===== config.mk =====
export PLATFORM = sky130hd
export DESIGN_NAME = hello_write_capture
export DESIGN_NICKNAME = d
export VERILOG_FILES = /design/src/rtl/hello_write_capture.sv
export SDC_FILE = /design/constraint.sdc
export NUM_CORES = 1
export LEC_CHECK = 0
export CAP_MARGIN = 20
export CORE_MARGIN = 5
export CORE_UTILIZATION = 25
export DETAILED_ROUTE_END_ITERATION = 10
export PLACE_DENSITY = 0.44
export SLEW_MARGIN = 30
export SYNTH_ARGS = -nofsm -noshare
export SYNTH_HDL_FRONTEND = slang
export SYNTH_SLANG_ARGS = --single-unit

===== constraint.sdc =====
create_clock -name CLK -period 2.1 [get_ports CLK]
set_clock_uncertainty 0.1 [all_clocks]
set_input_delay 0.525 -clock CLK [delete_from_list [all_inputs] [get_ports CLK]]
set_output_delay 0.525 -clock CLK [all_outputs]
set_load 0.02 [all_outputs]

===== src/rtl/hello_write_capture.sv =====
// hello_write_capture: collects a stream of letters into a frame buffer until
// the terminator arrives or the buffer fills, then drains the frame in order
// on a second port while reporting its length and a running frame count.
//
// Handshake: a transfer happens on a rising CLK edge where valid and ready
// are both high. The producer holds valid and data stable until that edge.
// Ready never depends on valid. Both ports follow this rule: in_* (this
// block is the consumer) and out_* (this block is the producer).
module hello_write_capture #(
  parameter int                DATA_W = 8,
  parameter int                DEPTH  = 12,
  parameter int                PTR_W  = 4,
  parameter logic [DATA_W-1:0] TERM   = 8'h0A
) (
  input  logic              CLK,
  input  logic              RST,
  input  logic              in_valid,
  input  logic [DATA_W-1:0] in_data,
  output logic              in_ready,
  output logic              out_valid,
  output logic [DATA_W-1:0] out_data,
  input  logic              out_ready,
  output logic [PTR_W-1:0]  frame_len,
  output logic              frame_done,
  output logic [7:0]        frame_count,
  output logic              dbg_state_o
);

  typedef enum logic {
    ST_CAPTURE = 1'b0,
    ST_DUMP    = 1'b1
  } state_t;

  state_t              state_q, state_d;
  logic [PTR_W-1:0]    wr_ptr_q, wr_ptr_d;
  logic [PTR_W-1:0]    rd_ptr_q, rd_ptr_d;
  logic [PTR_W-1:0]    frame_len_q, frame_len_d;
  logic [7:0]          frame_count_q, frame_count_d;
  logic                frame_done_q, frame_done_d;
  logic [DATA_W-1:0]   mem_q [DEPTH];

  logic accept;
  logic send;
  logic close_frame;
  logic last_send;

  // A frame closes on the terminator or on the byte that fills the buffer;
  // when both hold on the same byte it still closes only once.
  assign accept      = in_valid & in_ready;
  assign send        = out_valid & out_ready;
  assign close_frame = accept & ((in_data == TERM) ||
                                 (wr_ptr_q == PTR_W'(DEPTH - 1)));
  assign last_send   = send & (rd_ptr_q == (frame_len_q - PTR_W'(1)));

  // State register; an asserted RST aborts any partial frame or drain at once.
  always_ff @(posedge CLK or posedge RST) begin
    if (RST) begin
      state_q <= ST_CAPTURE;
    end else begin
      state_q <= state_d;
    end
  end

  // Next state: capture until the frame closes, drain until its last byte goes.
  always_comb begin
    state_d = state_q;
    case (state_q)
      ST_CAPTURE: if (close_frame) state_d = ST_DUMP;
      ST_DUMP:    if (last_send)   state_d = ST_CAPTURE;
      default:    state_d = ST_CAPTURE;
    endcase
  end

  // Outputs: the two ports are never open at the same time, so a source
  // holding in_valid during a drain is simply back-pressured.
  always_comb begin
    in_ready    = (state_q == ST_CAPTURE);
    out_valid   = (state_q == ST_DUMP);
    out_data    = mem_q[rd_ptr_q];
    dbg_state_o = state_q;
    frame_len   = frame_len_q;
    frame_done  = frame_done_q;
    frame_count = frame_count_q;
  end

  // Pointer, length and counter next-state values.
  always_comb begin
    wr_ptr_d      = wr_ptr_q;
    rd_ptr_d      = rd_ptr_q;
    frame_len_d   = frame_len_q;
    frame_count_d = frame_count_q;
    frame_done_d  = last_send;
    if (accept) begin
      wr_ptr_d = wr_ptr_q + PTR_W'(1);
    end
    if (close_frame) begin
      frame_len_d = wr_ptr_q + PTR_W'(1);
      rd_ptr_d    = '0;
    end
    if (send) begin
      rd_ptr_d = rd_ptr_q + PTR_W'(1);
    end
    if (last_send) begin
      wr_ptr_d      = '0;
      rd_ptr_d      = '0;
      frame_count_d = frame_count_q + 8'd1;
    end
  end

  // Pointer, length and counter registers; frame_len holds until the next close.
  always_ff @(posedge CLK or posedge RST) begin
    if (RST) begin
      wr_ptr_q      <= '0;
      rd_ptr_q      <= '0;
      frame_len_q   <= '0;
      frame_count_q <= '0;
      frame_done_q  <= 1'b0;
    end else begin
      wr_ptr_q      <= wr_ptr_d;
      rd_ptr_q      <= rd_ptr_d;
      frame_len_q   <= frame_len_d;
      frame_count_q <= frame_count_d;
      frame_done_q  <= frame_done_d;
    end
  end

  // Frame storage; contents after reset are irrelevant, so it has no reset.
  always_ff @(posedge CLK) begin
    if (accept) begin
      mem_q[wr_ptr_q] <= in_data;
    end
  end

endmodule


==> flow_summary.toml, run 1 <==
[run_status]
outcome = "finished with violations"
violations = "negative setup slack"

[synthesis]
synthCells = 280
synth_seq_area_share_pct = 69.66
synth_edf_count = 96
synthTopCellsByArea = "edfxtp_1 (58%), dfrtp_1 (11%), mux4_2 (11%)"
syn_avg_cell_area_um2 = 17.60
syn_area_um2 = 4928
synth_flop_cell = "edfxtp_1"
synthesis.nets = 299
ys_ff_latch = 118
yosysWarnings = 0
synth_top_area_share_pct = 58.49
synth_cell_types = 42
synthArstFlopShare_pct = 18.64
synth_largest_area_cell = "edfxtp_1"

[sta]
rsz0062_at_grt = "yes"
fin_crit_sh_pct = 123.3
setup_viol = 9
period_minus_slack_ps = 2590
max_freq_mhz = 386.1
finalWorstSetupSlack_ps = -490.1
whs_ps = 359.7
hold_violations = 0
tightest_slew_ps = 655.6
relSlewSlack_pct = 55.98
slew_violations = 0

[floorplanning]
core.rowCount = 51
die-height_um = 150.4
die_w_um = 150.4
start_util_pct = 25.32
io_pins = 36
die-area_um2 = 22620
core_um2 = 19460

[grt]
grt_pass1_vias = 2994
antenna_found_initial = 0
grt-ovfl-total = 0
grt_pass1_wl_um = 17800
grt_max_degree = 23
track_usage_pct = 10.78

[worst_setup_path]
required_ps = 1470
cp.arrival_ps = 1970
timing.rr.start = "rd_ptr_q[0]"
cp_max_fo = 6
critPathCaptureType = "output pin"
critPathKind = "reg -> out"
startpoint = "rd_ptr_q[0]"
cp-start-kind = "flop"

[route]
ant_nets = 0
wl_per_cell_um = 17.18
via_per_inst = 4.248
drc = 0
drtIter0Drc = 218
dr.pass1.iters = 4
routed_wl_um = 11270
via_count = 2787

[cts]
cts_tree = "built"
cts-root-buf = "clkbuf_16"
hold_buffers = 0
cts_max_level = 4
cts_buffers = 17
cts_buffer_depth = 2
worst_skew_pair.late_latency_ps = 410
clk_pin_slew_ps = 60
clock_sinks = 118

[job]
drv_cap = 0

[final_layout]
final-seq-area_um2 = 3436
fillCellCount = 1869
layout.nets = 397
synthToLayoutAreaGrowth_pct = 36.41
instances_no_fill = 656
antennaDiodeCount = 0
drive_gt1_share_pct = 36.06
multi_input_area_um2 = 1455
utilization_pct = 34.54

[place]
portBuffers = 35
place_inst = 618
place.gp.congestion = 0.7174
dpl.hpwl_um = 7469

[pwr]
leakagePower_nw = 2.518
ir_drop_mv = 0.4356
p_per_area_nw_per_um2 = 1313

[hold_path]
hp-class = "in -> async"
## layout make-up
type                    count  share of cell area (%)
repair buffers             93                   13.38
clock inverters            15                   2.271
clock buffers              17                   6.328
multi-input cells         142                   21.65
flip-flops and latches    118                   51.11
well taps                 265                   4.932
inverters                   6                  0.3350
## what timing repair did
| item | 4_1_cts | 5_1_grt |
|---|---|---|
| buffers inserted | 8 | 0 |
| gates resized for setup | 56 | 21 |
| gates cloned | 2 | 0 |
| pin swaps | 5 | 8 |
| setup endpoints to repair | 20 | 31 |
## path summary, 6_finish.rpt
path                             endpoint  slack [ps]  cells after the start
min reg2reg                frame_count[7]         370                      1
max reg2reg                frame_count[1]           0                      8
max                           out_data[4]        -490                      5
min                            frame_done         360                      3
max in group asynchronous     rd_ptr_q[0]        1270                      3
min in group CLK           frame_count[7]         370                      1
## per-stage QoR
step | TNS [ps] | setup WS [ps] | area (µm²) | total power, W
2_1_floorplan | -61.14 | -30.62 | 4938 | 0.004754
3_3_place_gp | -14110 | -469.7 | 6050 | 0.006004
3_5_place_dp | -16440 | -477.0 | 6050 | 0.006027
4_1_cts | -4501 | -580.6 | 6761 | 0.009035
5_1_grt | -4595 | -591.8 | 6723 | 0.009318
6_report | -3583 | -490.1 | 6723 | 0.008829
## worst max-delay path, cell delays in order (launching register included)
cell,delay [ps]
dfrtp_2,430
buf_8,150
mux4_2,510
mux2i_2,210
o21ai_1,110
buf_4,160
## Yosys cell counts, types with 2 or more instances
| library cell | count |
|---|---|
| xnor2_1 | 6 |
| buf_2 | 3 |
| buf_6 | 2 |
| nor4b_1 | 2 |
| nor4_1 | 2 |
| edfxtp_1 | 96 |
| nand3_1 | 4 |
| dfrtp_1 | 22 |
| clkbuf_1 | 6 |
| o21ai_0 | 8 |
| nand2_1 | 17 |
| nand2b_1 | 4 |
| a21o_1 | 2 |
| xor2_1 | 9 |
| and3_1 | 4 |
| ha_1 | 7 |
| inv_1 | 6 |
| nor3_1 | 6 |
| mux4_2 | 23 |
| xnor2_2 | 2 |
| nand4_1 | 3 |
| mux2_2 | 3 |
| nor2_1 | 14 |
| buf_4 | 2 |
| mux2i_1 | 9 |
| a221oi_1 | 2 |
## layout by cell type, fill, tap and decap left out, drive strengths merged, types with 2 or more instances in the layout
cell / netlist / routed
clkinvlp: 0 / 3
bufinv: 0 / 2
mux4: 24 / 24
nor4: 2 / 2
a21o: 2 / 2
o21ai: 9 / 9
nand2: 17 / 17
buf: 8 / 66
nand3: 4 / 4
dlymetal6s2s: 0 / 6
xor2: 9 / 9
ha: 7 / 7
nand4: 3 / 3
clkinv: 0 / 6
nor2: 14 / 14
nor4b: 2 / 2
edfxtp: 96 / 96
nor3: 7 / 7
mux2i: 9 / 9
xnor2: 8 / 8
clkbuf: 6 / 17
inv: 6 / 10
and3: 4 / 4
nand2b: 4 / 4
dfrtp: 22 / 22
mux2: 4 / 4
clkdlybuf4s50: 0 / 13
a221oi: 2 / 2
dlygate4sd2: 0 / 8
## registers in the layout (all words and copies together) (netlist names)
signal       cells
frame_len        4
frame_count      8
rd_ptr_q         4
frame_done       1
wr_ptr_q         4
dbg_state_o      1
mem_q           96
## layer usage
metal	vias up	global-route usage, %	part of all wire [%]
met3	6	2.619	2.8
li1	1285	-	-
met2	38	16.75	49
met5	-	0	0
met4	0	3.568	0.80
met1	1458	14.84	47
## cell families after synthesis
logic type               synth area share [%]
multiplexers                            13.79
buffers and inverters                   2.056
adder cells (fa/ha/maj)                 1.777
AO/OA/AOI/OAI                           2.412
XOR/XNOR                                3.808
AND/OR/NAND/NOR                         6.499
flip-flops                              69.66
## where the power goes
group / internal (W) / switching (W) / leakage [nW]
clock network: 0.00175 / 0.00108 / 0.276
logic: 0.00149 / 0.00147 / 1.09
registers: 0.00285 / 0.000195 / 1.15
No activity file was read; power rests on OpenSTA's default activity.
==> run 2, diff against run 1 <==
Settings changed: SKIP_CTS_REPAIR_TIMING from default to 1.
Clock period 2.1 ns to 2.2 ns, I/O delays scaled along.
==> run 2 against run 1 <==
Largest cell class unchanged; worst setup slack better by 70 ps; global-route usage up 0.30 points; final area down 0.89%; combinational power down 8.4%; die area unchanged; via count down 1.6%; the flow still finishes with violations (negative setup slack); critical path type unchanged; total power down 4.1%; highest routed layer unchanged; register-to-register slack better by 110 ps; clock power about the same.
==> flow_summary.toml, run 2 (synthesized netlist as in run 1, its figures left out) <==
[grt]
antenna_found_initial = 0
grt_pass1_vias = 2922
grt-ovfl-total = 0
grt_max_degree = 23
track_usage_pct = 11.08
grt_pass1_wl_um = 18140

[pwr]
p_per_area_nw_per_um2 = 1271
leakagePower_nw = 2.428
total_power_w = 0.008468
ir_drop_mv = 0.4346

[route]
via_per_inst = 4.188
via_count = 2743
drtIter0Drc = 159
drc = 0
dr.pass1.iters = 4
ant_nets = 0
routed_wl_um = 11350
wl_per_cell_um = 17.32

[floorplanning]
core.rowCount = 51
io_pins = 36
die_w_um = 150.4
start_util_pct = 25.32
core_um2 = 19460
die-height_um = 150.4
die-area_um2 = 22620

[sta]
setup_viol = 8
finalWorstSetupSlack_ps = -420.0
fin_crit_sh_pct = 119.1
setup_tns_ps = -2989
period_minus_slack_ps = 2620
whs_ps = 373.6
rsz0062_at_grt = "yes"
slew_violations = 0
relSlewSlack_pct = 69.64
hold_violations = 0
max_freq_mhz = 381.7
tightest_slew_ps = 452.1

[worst_setup_path]
required_ps = 1550
cp.arrival_ps = 1970
cp_max_fo = 13
critPathCaptureType = "output pin"
cp-start-kind = "flop"
critPathKind = "reg -> out"
rr_worst_depth = 6

[cts]
cts_max_level = 4
cts_tree = "built"
cts-root-buf = "clkbuf_16"
cts_buffers = 17
cts_buffer_depth = 2
clock_sinks = 118
clk_pin_slew_ps = 60
worst_skew_pair.late_latency_ps = 410

[place]
place_inst = 619
dpl.hpwl_um = 7796
portBuffers = 35
place.gp.congestion = 0.7103

[final_layout]
antennaDiodeCount = 0
final_cell_mix = "edfxtp_1 (96), buf_4 (49), mux4_2 (24), clkdlybuf4s50_1 (24), dfrtp_1 (20)"
final_common_cell = "edfxtp_1"
drive_gt1_share_pct = 35.13
largest_reg_flops = 96
synthToLayoutAreaGrowth_pct = 35.19
layout.nets = 396
instances_no_fill = 655
regMostFlops = "mem_q"

[job]
drv_cap = 0

[hold_path]
whs_path_depth = 1
hp-class = "reg -> reg"

[run_status]
violations = "negative setup slack"
outcome = "finished with violations"
==> run 2: changes by cell type in the layout (fill, tap and decap cells not counted), sizes merged <==
| cell | delta |
|---|---|
| clkdlybuf4s50 | +11 |
| dlygate4sd2 | -8 |
| inv | +6 |
| clkinv | -4 |
| buf | -2 |
| clkinvlp | -2 |
| dlymetal6s2s | -2 |
==> run 2: report_power, final <==
| part | internal, W | leakage, nW | switching, W |
|---|---|---|---|
| combinational | 0.00137 | 0.978 | 0.00135 |
| sequential | 0.00272 | 1.15 | 0.000208 |
| clock | 0.00172 | 0.298 | 0.00111 |
==> run 2: path summary, 6_finish.rpt <==
path	to	slack (ps)	start
worst max-delay path	out_data[3]	-420	rd_ptr_q[0]
worst min-delay path	frame_count[7]	370	frame_count[7]
worst max register to register	frame_count[1]	110	frame_len[0]
worst min register to register	frame_count[7]	370	frame_count[7]
max in group asynchronous	rd_ptr_q[0]	1340	RST
min in group asynchronous	frame_count[0]	390	RST
==> run 2: cell type report <==
cell class	instances	area [µm²]
clock inverters	15	182.7
fillers	1860	12800
well taps	265	331.6
clock buffers	17	425.4
multi-input cells	142	1420
repair buffers	92	844.6
inverters	6	22.52
flip-flops and latches	118	3436
==> run 2: per-stage QoR <==
| step | instance area, µm² | util, % | setup WS (ps) |
|---|---|---|---|
| finish | 6663 | 34.23 | -420.0 |
| global route | 6663 | 34.23 | -520.0 |
| CTS | 6615 | 33.99 | -867.0 |
| detailed placement | 6007 | 30.86 | -414.8 |
| global placement | 6007 | 30.86 | -442.2 |
| floorplan | 4932 | - | -68.46 |
==> run 2: worst max-delay path: stages (launching register included) <==
cell and delay (ps):
dfrtp_2 410, buf_12 170, buf_4 120, mux4_2 480, nand2_1 80, o21ai_1 110, buf_2 190
==> run 2: routing by layer <==
layer,vias to the layer above,GRT usage [%],wire [µm]
li1,1288,-,-
met1,1390,14.90,5463
met2,53,17.16,5408
met3,12,2.920,320
met4,0,4.254,154
met5,-,0,0
==> run 3, diff against run 2 <==
Settings changed: CELL_PAD_IN_SITES_DETAIL_PLACEMENT from default to 0, CELL_PAD_IN_SITES_GLOBAL_PLACEMENT from default to 1, PLACE_DENSITY 0.44 to 0.49.
==> run 3 against run 2 <==
The flow still finishes with violations (negative setup slack); cell count fell by 0.15%; worst setup slack got worse by 9.8 ps; critical path depth fell by 1; fmax fell by 0.37%; die area did not move; clock power fell by 3%; total power fell by 2.2%; via count rose by 0.69%; utilization fell by 0.15 points; register-to-register slack barely moved; final area fell by 0.45%; sequential share of layout area rose by 0.23 points.
==> flow_summary.toml, run 3 (synthesized netlist as in run 1, its figures left out) <==
[floorplanning]
start_util_pct = 25.32
io_pins = 36
die-height_um = 150.4
core_um2 = 19460
die_w_um = 150.4
die-area_um2 = 22620
core.rowCount = 51

[route]
met2_length_um = 5391
dr_wl_met3_um = 456
ant_nets = 0
top_layer = "met4"
routed_wl_um = 11460
via_per_inst = 4.223
drtIter0Drc = 179
dr.pass1.iters = 4
m1WireLength_um = 5433
wl_per_cell_um = 17.52
via_count = 2762
drc = 0

[worst_setup_path]
worst_r2r_endpoint = "frame_count[5]"
cp.arrival_ps = 1980
rr_worst_depth = 6
critPathCaptureType = "output pin"
cp-start-kind = "flop"
timing.rr.start = "frame_len[0]"
required_ps = 1550
regToRegSetupSlack_ps = 120
critPathKind = "reg -> out"
cp_max_fo = 5

[cts]
cts_buffer_depth = 2
clock_sinks = 118
cts_tree = "built"
clk_pin_slew_ps = 50
cts-root-buf = "clkbuf_16"
cts_buffers = 17
cts_max_level = 4
worst_skew_pair.late_latency_ps = 410

[final_layout]
regMostFlops = "mem_q"
final_cell_mix = "edfxtp_1 (96), buf_4 (52), clkdlybuf4s50_1 (24), mux4_2 (23), dfrtp_1 (20)"
antennaDiodeCount = 0
largest_reg_flops = 96
drive_gt1_share_pct = 32.13
final_common_cell = "edfxtp_1"
instances_no_fill = 654
utilization_pct = 34.08
synthToLayoutAreaGrowth_pct = 34.58
layout.nets = 395

[pwr]
leakagePower_nw = 2.451
p_per_area_nw_per_um2 = 1249
total_power_w = 0.008282
ir_drop_mv = 0.6070

[sta]
hold_violations = 0
rsz0062_at_grt = "yes"
tightest_slew_ps = 351.6
relSlewSlack_pct = 76.39
period_minus_slack_ps = 2630
fin_crit_sh_pct = 119.5
slew_violations = 0
finalWorstSetupSlack_ps = -429.9
max_freq_mhz = 380.2
setup_viol = 8

[grt]
grt-ovfl-total = 0
track_usage_pct = 10.99
grt_max_degree = 23
antenna_found_initial = 0
grt_pass1_wl_um = 17920
grt_pass1_vias = 2917

[hold_path]
hp-class = "reg -> reg"
whs_path_depth = 1
hp-start = "frame_count[7]"
min_to = "frame_count[7]"

[run_status]
outcome = "finished with violations"
violations = "negative setup slack"

[place]
place_inst = 620
place.gp.congestion = 0.7380
dpl.hpwl_um = 8063
portBuffers = 35

[job]
drv_cap = 0
run 3: cell count changes in the layout (fill, tap and decap cells not counted), moves of 3 or more:
cell,delta
inv_8,-4
buf_4,+3
buf_2,-6
clkinv_2,+5
inv_6,-5
dlymetal6s2s_1,+3
run 3: final cells by class:
class	count	area, µm²
Timing Repair Buffer	91	839.6
Sequential cell	118	3436
Fill cell	1865	12830
Clock inverter	14	158.9
Clock buffer	18	429.2
Tap cell	265	331.6
Multi-Input combinational cell	142	1415
Inverter	6	22.52
run 3: worst max path at each step:
| stage | startpoint | slack (ps) | to |
|---|---|---|---|
| after floorplan | rd_ptr_q[1] | -70 | out_data[6] |
| after global placement | in_data[7] | -670 | frame_len[1] |
| after detailed placement | in_data[7] | -640 | frame_len[2] |
| after CTS | rd_ptr_q[0] | -830 | out_data[7] |
| after global routing | rd_ptr_q[0] | -520 | out_data[1] |
| final | rd_ptr_q[0] | -430 | out_data[1] |
run 3: through the flow:
step / setup WS, ps / hold WS (ps) / setup TNS [ps] / area (µm²)
after global routing: -517.0 / 407.7 / -3876 / 6633
after floorplan: -68.46 / 439.2 / -68.46 / 4932
after global placement: -674.5 / 359.3 / -13460 / 5989
after CTS: -830.0 / 373.6 / -7710 / 6578
final: -429.9 / 364.6 / -3031 / 6633
after detailed placement: -637.0 / 362.6 / -13980 / 5989
run 3: critical path: stages (launching register included):
cell and delay, ps:
dfrtp_2 410, buf_4 190, mux4_2 490, mux2i_1 140, o21ai_1 110, dlymetal6s2s_1 220
run 3: metal layers:
metal / vias to the layer above / global-route usage [%]
met5: - / 0
met4: 0 / 4.529
met2: 53 / 17.00
li1: 1280 / -
met1: 1416 / 14.76
met3: 13 / 2.800
run 3: where the power goes:
part,internal [W],switching (W)
logic,0.00130,0.00130
clock network,0.00177,0.000976
registers,0.00272,0.000214
